$ cat src/rtl/sod_frame_sequencer.sv
// Frame sequencer for the stuff_or_data engine: queues frame descriptors, issues
// back-to-back frames paced by slot_tick, and checks each delivered frame's data count.
//
// state  | meaning
// IDLE   | no frame in flight; start the next descriptor as soon as one is available
// LOAD   | one cycle with sof to the engine while it sits in FETCH; no slot issued
// RUN    | one engine slot per slot_tick until pm slots have been issued
module sod_frame_sequencer #(
  parameter int MPT_W = 8
) (
  input  logic             clk,
  input  logic             rst_n,
  input  logic             desc_valid,
  input  logic [MPT_W-1:0] desc_pm,
  input  logic [MPT_W-1:0] desc_cm,
  output logic             desc_ready,
  input  logic             slot_tick,
  output logic [MPT_W-1:0] sod_pm,
  output logic [MPT_W-1:0] sod_cm,
  output logic             sod_sof,
  output logic             sod_valid,
  input  logic             sod_valid_out,
  input  logic             sod_ds,
  input  logic             sod_sof_out,
  output logic             busy,
  output logic             frame_done,
  output logic             frame_err,
  output logic             desc_err,
  output logic [MPT_W-1:0] data_cnt
);

  localparam logic [MPT_W-1:0] ONE = MPT_W'(1);

  typedef enum logic [1:0] {S_IDLE, S_LOAD, S_RUN} state_t;

  state_t           state;
  logic [MPT_W-1:0] slot_cnt;

  logic [MPT_W-1:0] fifo_pm [2];
  logic [MPT_W-1:0] fifo_cm [2];
  logic             rd_ptr;
  logic             wr_ptr;
  logic [1:0]       occ;

  logic             desc_acc;
  logic             desc_ok;
  logic             bypass;
  logic             push;
  logic             pop;
  logic             last_slot;
  logic [MPT_W-1:0] head_pm;
  logic [MPT_W-1:0] head_cm;

  logic             armed;
  logic [MPT_W-1:0] exp_pm;
  logic [MPT_W-1:0] exp_cm;
  logic [MPT_W-1:0] chk_slots;
  logic [MPT_W-1:0] chk_ds;
  logic [MPT_W-1:0] ds_total;
  logic             count_en;
  logic             frame_end;

  assign desc_ready = (occ != 2'd2);
  assign desc_acc   = desc_valid & desc_ready;
  assign desc_ok    = (desc_pm != '0) && (desc_cm <= desc_pm);
  assign head_pm    = fifo_pm[rd_ptr];
  assign head_cm    = fifo_cm[rd_ptr];
  assign sod_valid  = (state == S_RUN) & slot_tick;
  assign last_slot  = sod_valid && (slot_cnt == sod_pm - ONE);
  // An idle sequencer with an empty queue starts a fresh descriptor directly,
  // so a lone frame reaches LOAD one cycle after acceptance.
  assign bypass     = (state == S_IDLE) && (occ == 2'd0) && desc_acc && desc_ok;
  assign pop        = (occ != 2'd0) && ((state == S_IDLE) || last_slot);
  assign push       = desc_acc && desc_ok && !bypass;
  assign busy       = (state != S_IDLE) || (occ != 2'd0);

  always_ff @(posedge clk) begin
    if (push) begin
      fifo_pm[wr_ptr] <= desc_pm;
      fifo_cm[wr_ptr] <= desc_cm;
    end
  end

  always_ff @(posedge clk or negedge rst_n) begin
    if (!rst_n) begin
      rd_ptr   <= 1'b0;
      wr_ptr   <= 1'b0;
      occ      <= 2'd0;
      desc_err <= 1'b0;
    end else begin
      desc_err <= desc_acc & ~desc_ok;
      if (push) wr_ptr <= ~wr_ptr;
      if (pop)  rd_ptr <= ~rd_ptr;
      if (push && !pop)      occ <= occ + 2'd1;
      else if (pop && !push) occ <= occ - 2'd1;
    end
  end

  always_ff @(posedge clk or negedge rst_n) begin
    if (!rst_n) begin
      state    <= S_IDLE;
      sod_pm   <= '0;
      sod_cm   <= '0;
      sod_sof  <= 1'b0;
      slot_cnt <= '0;
    end else begin
      sod_sof <= 1'b0;
      case (state)
        S_IDLE: begin
          if (pop || bypass) begin
            sod_pm  <= pop ? head_pm : desc_pm;
            sod_cm  <= pop ? head_cm : desc_cm;
            sod_sof <= 1'b1;
            state   <= S_LOAD;
          end
        end
        S_LOAD: begin
          slot_cnt <= '0;
          state    <= S_RUN;
        end
        S_RUN: begin
          if (last_slot) begin
            if (pop) begin
              sod_pm  <= head_pm;
              sod_cm  <= head_cm;
              sod_sof <= 1'b1;
              state   <= S_LOAD;
            end else begin
              state <= S_IDLE;
            end
          end else if (sod_valid) begin
            slot_cnt <= slot_cnt + ONE;
          end
        end
        default: state <= S_IDLE;
      endcase
    end
  end

  // The closing slot of a frame can land on the next frame's LOAD edge; the
  // compare below deliberately sees exp_pm/exp_cm before that edge updates them.
  assign count_en  = (armed | sod_sof_out) & sod_valid_out;
  assign ds_total  = chk_ds + (sod_ds ? ONE : '0);
  assign frame_end = count_en && (chk_slots == exp_pm - ONE);

  always_ff @(posedge clk or negedge rst_n) begin
    if (!rst_n) begin
      armed      <= 1'b0;
      exp_pm     <= '0;
      exp_cm     <= '0;
      chk_slots  <= '0;
      chk_ds     <= '0;
      data_cnt   <= '0;
      frame_done <= 1'b0;
      frame_err  <= 1'b0;
    end else begin
      frame_done <= 1'b0;
      frame_err  <= 1'b0;
      if (sod_sof_out) armed <= 1'b1;
      if (state == S_LOAD) begin
        exp_pm <= sod_pm;
        exp_cm <= sod_cm;
      end
      if (frame_end) begin
        data_cnt   <= ds_total;
        frame_done <= 1'b1;
        frame_err  <= (ds_total != exp_cm);
        chk_slots  <= '0;
        chk_ds     <= '0;
      end else if (count_en) begin
        chk_slots <= chk_slots + ONE;
        chk_ds    <= ds_total;
      end
    end
  end

endmodule

$ cat config.mk
export PLATFORM = sky130hd
export DESIGN_NAME = sod_frame_sequencer
export DESIGN_NICKNAME = d
export VERILOG_FILES = /design/src/rtl/sod_frame_sequencer.sv
export SDC_FILE = /design/constraint.sdc
export NUM_CORES = 1
export LEC_CHECK = 0
export ABC_AREA = 1
export BUFFER_PORTS_ARGS = -buffer_cell sky130_fd_sc_hd__buf_2
export CORE_ASPECT_RATIO = 1.5
export CORE_MARGIN = 3
export CORE_UTILIZATION = 50
export CTS_CLUSTER_DIAMETER = 120
export DETAILED_ROUTE_END_ITERATION = 8
export PLACE_DENSITY_LB_ADDON = 0.08
export SLEW_MARGIN = 40
export SYNTH_ARGS = -nofsm -noshare
export SYNTH_HDL_FRONTEND = slang
export SYNTH_SLANG_ARGS = --single-unit
$ cat constraint.sdc
create_clock -name clk -period 3.4 [get_ports clk]
set_input_delay 0.51 -clock clk [delete_from_list [all_inputs] [get_ports clk]]
set_output_delay 0.51 -clock clk [all_outputs]
set_load 0.05 [all_outputs]
==> flow_metrics.env <==
export IMPL_status="complete, no violations"
export IMPL_syn_num_nets=662
export IMPL_dieHeight_um=136
export IMPL_stdcell_count=826
export IMPL_wl_um=11900
export IMPL_irDropWorstVdd_mv=0.331
export IMPL_crit_path_top_delay_cell="dfrtp_1"
export IMPL_drt_pass1_iter_count=6
export IMPL_max_stage_delay_ns=0.45
export IMPL_drv_cap=0
export IMPL_clkTransAtPathRegs_ns=0.07
export IMPL_worst_pin_slew_ns=0.675
export IMPL_fillers=1070
export IMPL_fin_crit_sh_pct=77.6
export IMPL_synth_compound_area_share_pct=4.42
export IMPL_synth_mux_area_fraction_pct=3.82
export IMPL_yosysWarnings=0
export IMPL_final_setup_tns_ns=0
export IMPL_powerDensity_nw_per_um2=950
export IMPL_p_leak_uw=0.00315
export IMPL_cts_sinks=107
export IMPL_min_path_type="primary input to asynchronous set/reset pin"
export IMPL_rsz0062_at_grt="false"
export IMPL_grt_pass1_wl_um=19800
export IMPL_wl_per_cell_um=14.4
export IMPL_crit_start="sod_pm[0]$_DFFE_PN0P_"
export IMPL_postLayoutCoreUtil_pct=57.4
export IMPL_fin_ws_ns=0.760
export IMPL_synth_main_ff_cell="dfrtp_1"
export IMPL_io_buffers=53
export IMPL_worstPathRequired_ns=3.63
export IMPL_htree_levels=3
export IMPL_num_io_pins=54
export IMPL_post_cts_buffers=0
export IMPL_reg2reg_from="sod_pm[0]$_DFFE_PN0P_"
export IMPL_fp_coreArea_um2=11100
export IMPL_cts_resized_gates=0
export IMPL_grt_antenna_before_repair=0
export IMPL_synth_top_family_by_area="simple AND/OR/NAND/NOR gates"
export IMPL_clkLatencyLatePin_ns=0.35
export IMPL_start_util_pct=51.3
export IMPL_setup_violations=0
export IMPL_ys_async_sr_fraction_pct=70.1
export IMPL_cp_max_fo=17
export IMPL_multi_input_area_um2=2430
export IMPL_clock_path_buffers=2
export IMPL_drive_gt1_share_pct=20.0
export IMPL_grt_max_degree=76
export IMPL_nets=712
export IMPL_relSlewSlack_pct=55.0
export IMPL_cts_root_buffer="clkbuf_16"
export IMPL_synth_edf_count=32
export IMPL_dp_slack_ns=0.655
export IMPL_critical_path_most_common_cell="nand2_1"
export IMPL_gp_congestion=0.926
export IMPL_end_kind="register"
export IMPL_ys_ff_latch=107
export IMPL_numCtsBuffers=9
export IMPL_avgSynthCellArea_um2=9.08
export IMPL_die_area_um2=12700
export IMPL_seq_area_frac_synth_pct=50.1
export IMPL_antenna_cells=0
export IMPL_start_kind="register"
export IMPL_r2r_slack_ns=0.76
export IMPL_regArea_um2=2840
export IMPL_netlist_instances=624
export IMPL_hpwl_um=8830
export IMPL_num_rows=47
export IMPL_cts_tree="done"
export IMPL_avgViaCountPerCell=5.15
export IMPL_min_period_ns=2.64
export IMPL_die_x_um=92.9
export IMPL_synth_xor_area_share_pct=4.46
export IMPL_hold_viol=0
export IMPL_crit_type="register to register"
export IMPL_finalClockSkew_ns=0.00754
export IMPL_syn_area_um2=5670
export IMPL_drv_slew=0
export IMPL_crit_arrival_ns=2.87
export IMPL_fmax_mhz=379
export IMPL_synthAdderAreaFrac_pct=3.31
export IMPL_synthToLayoutAreaGrowth_pct=11.9
export IMPL_hold_buffers=0
export IMPL_dp_cells=810
export IMPL_ant_nets=0
export IMPL_grt_use_total_pct=19.9
export IMPL_overflow=0
export IMPL_synth_distinct_cells=42
export IMPL_drc=0
export IMPL_holdWs_ns=0.180
export IMPL_synthSimpleGateAreaFrac_pct=26.8
export IMPL_drt_iter0_markers=178
export IMPL_first_global_vias=4189
export IMPL_vias=4253
export IMPL_crit_chain="inv_2, ha_1, nand2_4, nor2_4, nand2_1, nand2_1, nand2_1, nand2_1, nand2_1, nor2_2, nand3_2, nand2_1, inv_2, ha_1, a21oi_1, o21ai_0, xnor2_1"
-- registers in the layout, summed over array words and instances, names as in the netlist --
register	flops
occ	2
sod_cm	8
exp_cm	8
rd_ptr	1
state	2
desc_err	1
slot_cnt	8
sod_pm	8
frame_done	1
data_cnt	8
sod_sof	1
chk_ds	8
fifo_pm	16
frame_err	1
exp_pm	8
fifo_cm	16
wr_ptr	1
chk_slots	8
armed	1
-- worst paths after layout --
kind	to	cells past startpoint
max in group asynchronous	rd_ptr$_DFFE_PN0N_	1
max	occ[1]$_DFFE_PN0P_	17
max reg2reg	occ[1]$_DFFE_PN0P_	17
min reg2reg	armed$_DFFE_PN0P_	1
min	data_cnt[1]$_DFFE_PN0P_	1
min in group clk	fifo_cm[1][0]$_DFFE_PP_	1
-- stage by stage --
stage	area (um^2)	total power, uW
floorplan	5670	4420
global placement	6040	4970
detailed placement	6050	5030
CTS	6340	6080
global route	6340	6460
finish	6340	6020
-- layer usage --
metal,global-route usage [%],vias up,share of wire (%)
met5,0,-,0
met4,7.42,0,1.9
met3,3.38,17,3.0
met2,37.5,66,55
met1,22.1,2012,40
li1,-,2158,-
-- layout make-up --
cell class                      count  area share [%]
Clock buffer                       10            3.61
Clock inverter                      6            1.01
Inverter                           71            4.20
Multi-Input combinational cell    424            38.3
Sequential cell                   107            44.8
Tap cell                          147            2.90
Timing Repair Buffer               61            5.23
-- cells in the final DEF, fill, tap and decap left out, types with 16 or more instances in the layout --
cell / count
buf_2: 52
dfrtp_1: 74
edfxtp_1: 32
inv_1: 61
mux2i_1: 16
nand2_1: 155
nand3_1: 46
nand4_1: 29
nor2_1: 32
o21ai_0: 20
xor2_1: 17
-- kinds of logic after synthesis --
| family | Yosys count |
|---|---|
| simple gates | 314 |
| flops | 107 |
| buf+inv | 93 |
| compound gates | 46 |
| xor+xnor | 28 |
| mux | 21 |
| fa+ha+maj | 15 |
-- cells in the mapped netlist (5+ instances only) --
| master | n | area share (%) |
|---|---|---|
| nand2_1 | 155 | 10 |
| dfrtp_1 | 75 | 33 |
| inv_1 | 61 | 4.0 |
| nand3_1 | 46 | 4.1 |
| edfxtp_1 | 32 | 17 |
| nor2_1 | 32 | 2.1 |
| nand4_1 | 29 | 3.2 |
| o21ai_0 | 20 | 1.8 |
| xor2_1 | 17 | 2.6 |
| mux2i_1 | 16 | 2.8 |
| ha_1 | 15 | 3.3 |
| nand2_2 | 13 | 1.4 |
| nand3_2 | 12 | 2.1 |
| a21oi_1 | 10 | 0.88 |
| clkbuf_1 | 10 | 0.66 |
| xnor2_1 | 10 | 1.5 |
| inv_2 | 9 | 0.60 |
| o21ai_1 | 9 | 0.79 |
| nor3_1 | 7 | 0.62 |
| buf_2 | 6 | 0.53 |
| mux2_2 | 5 | 0.99 |
| nor2_2 | 5 | 0.55 |
| or2_2 | 5 | 0.55 |
-- power by group --
group,switching (uW),internal (uW),leakage [uW],total [uW]
Combinational,1890,933,0.00177,2830
Sequential,405,1750,0.00124,2150
Clock,472,572,0.000139,1040
Total,2770,3250,0.00315,6020
-- worst max-delay path, delay by kind of cell, from the launching register on --
family / cells / cell delay [ns]
AND/OR/NAND/NOR: 10 / 0.84
adder cells (fa/ha/maj): 2 / 0.60
flip-flops: 1 / 0.45
buffers and inverters: 2 / 0.28
AO/OA/AOI/OAI: 2 / 0.23
XOR/XNOR: 1 / 0.13
Note: power is estimated with default switching activity, not from simulation.
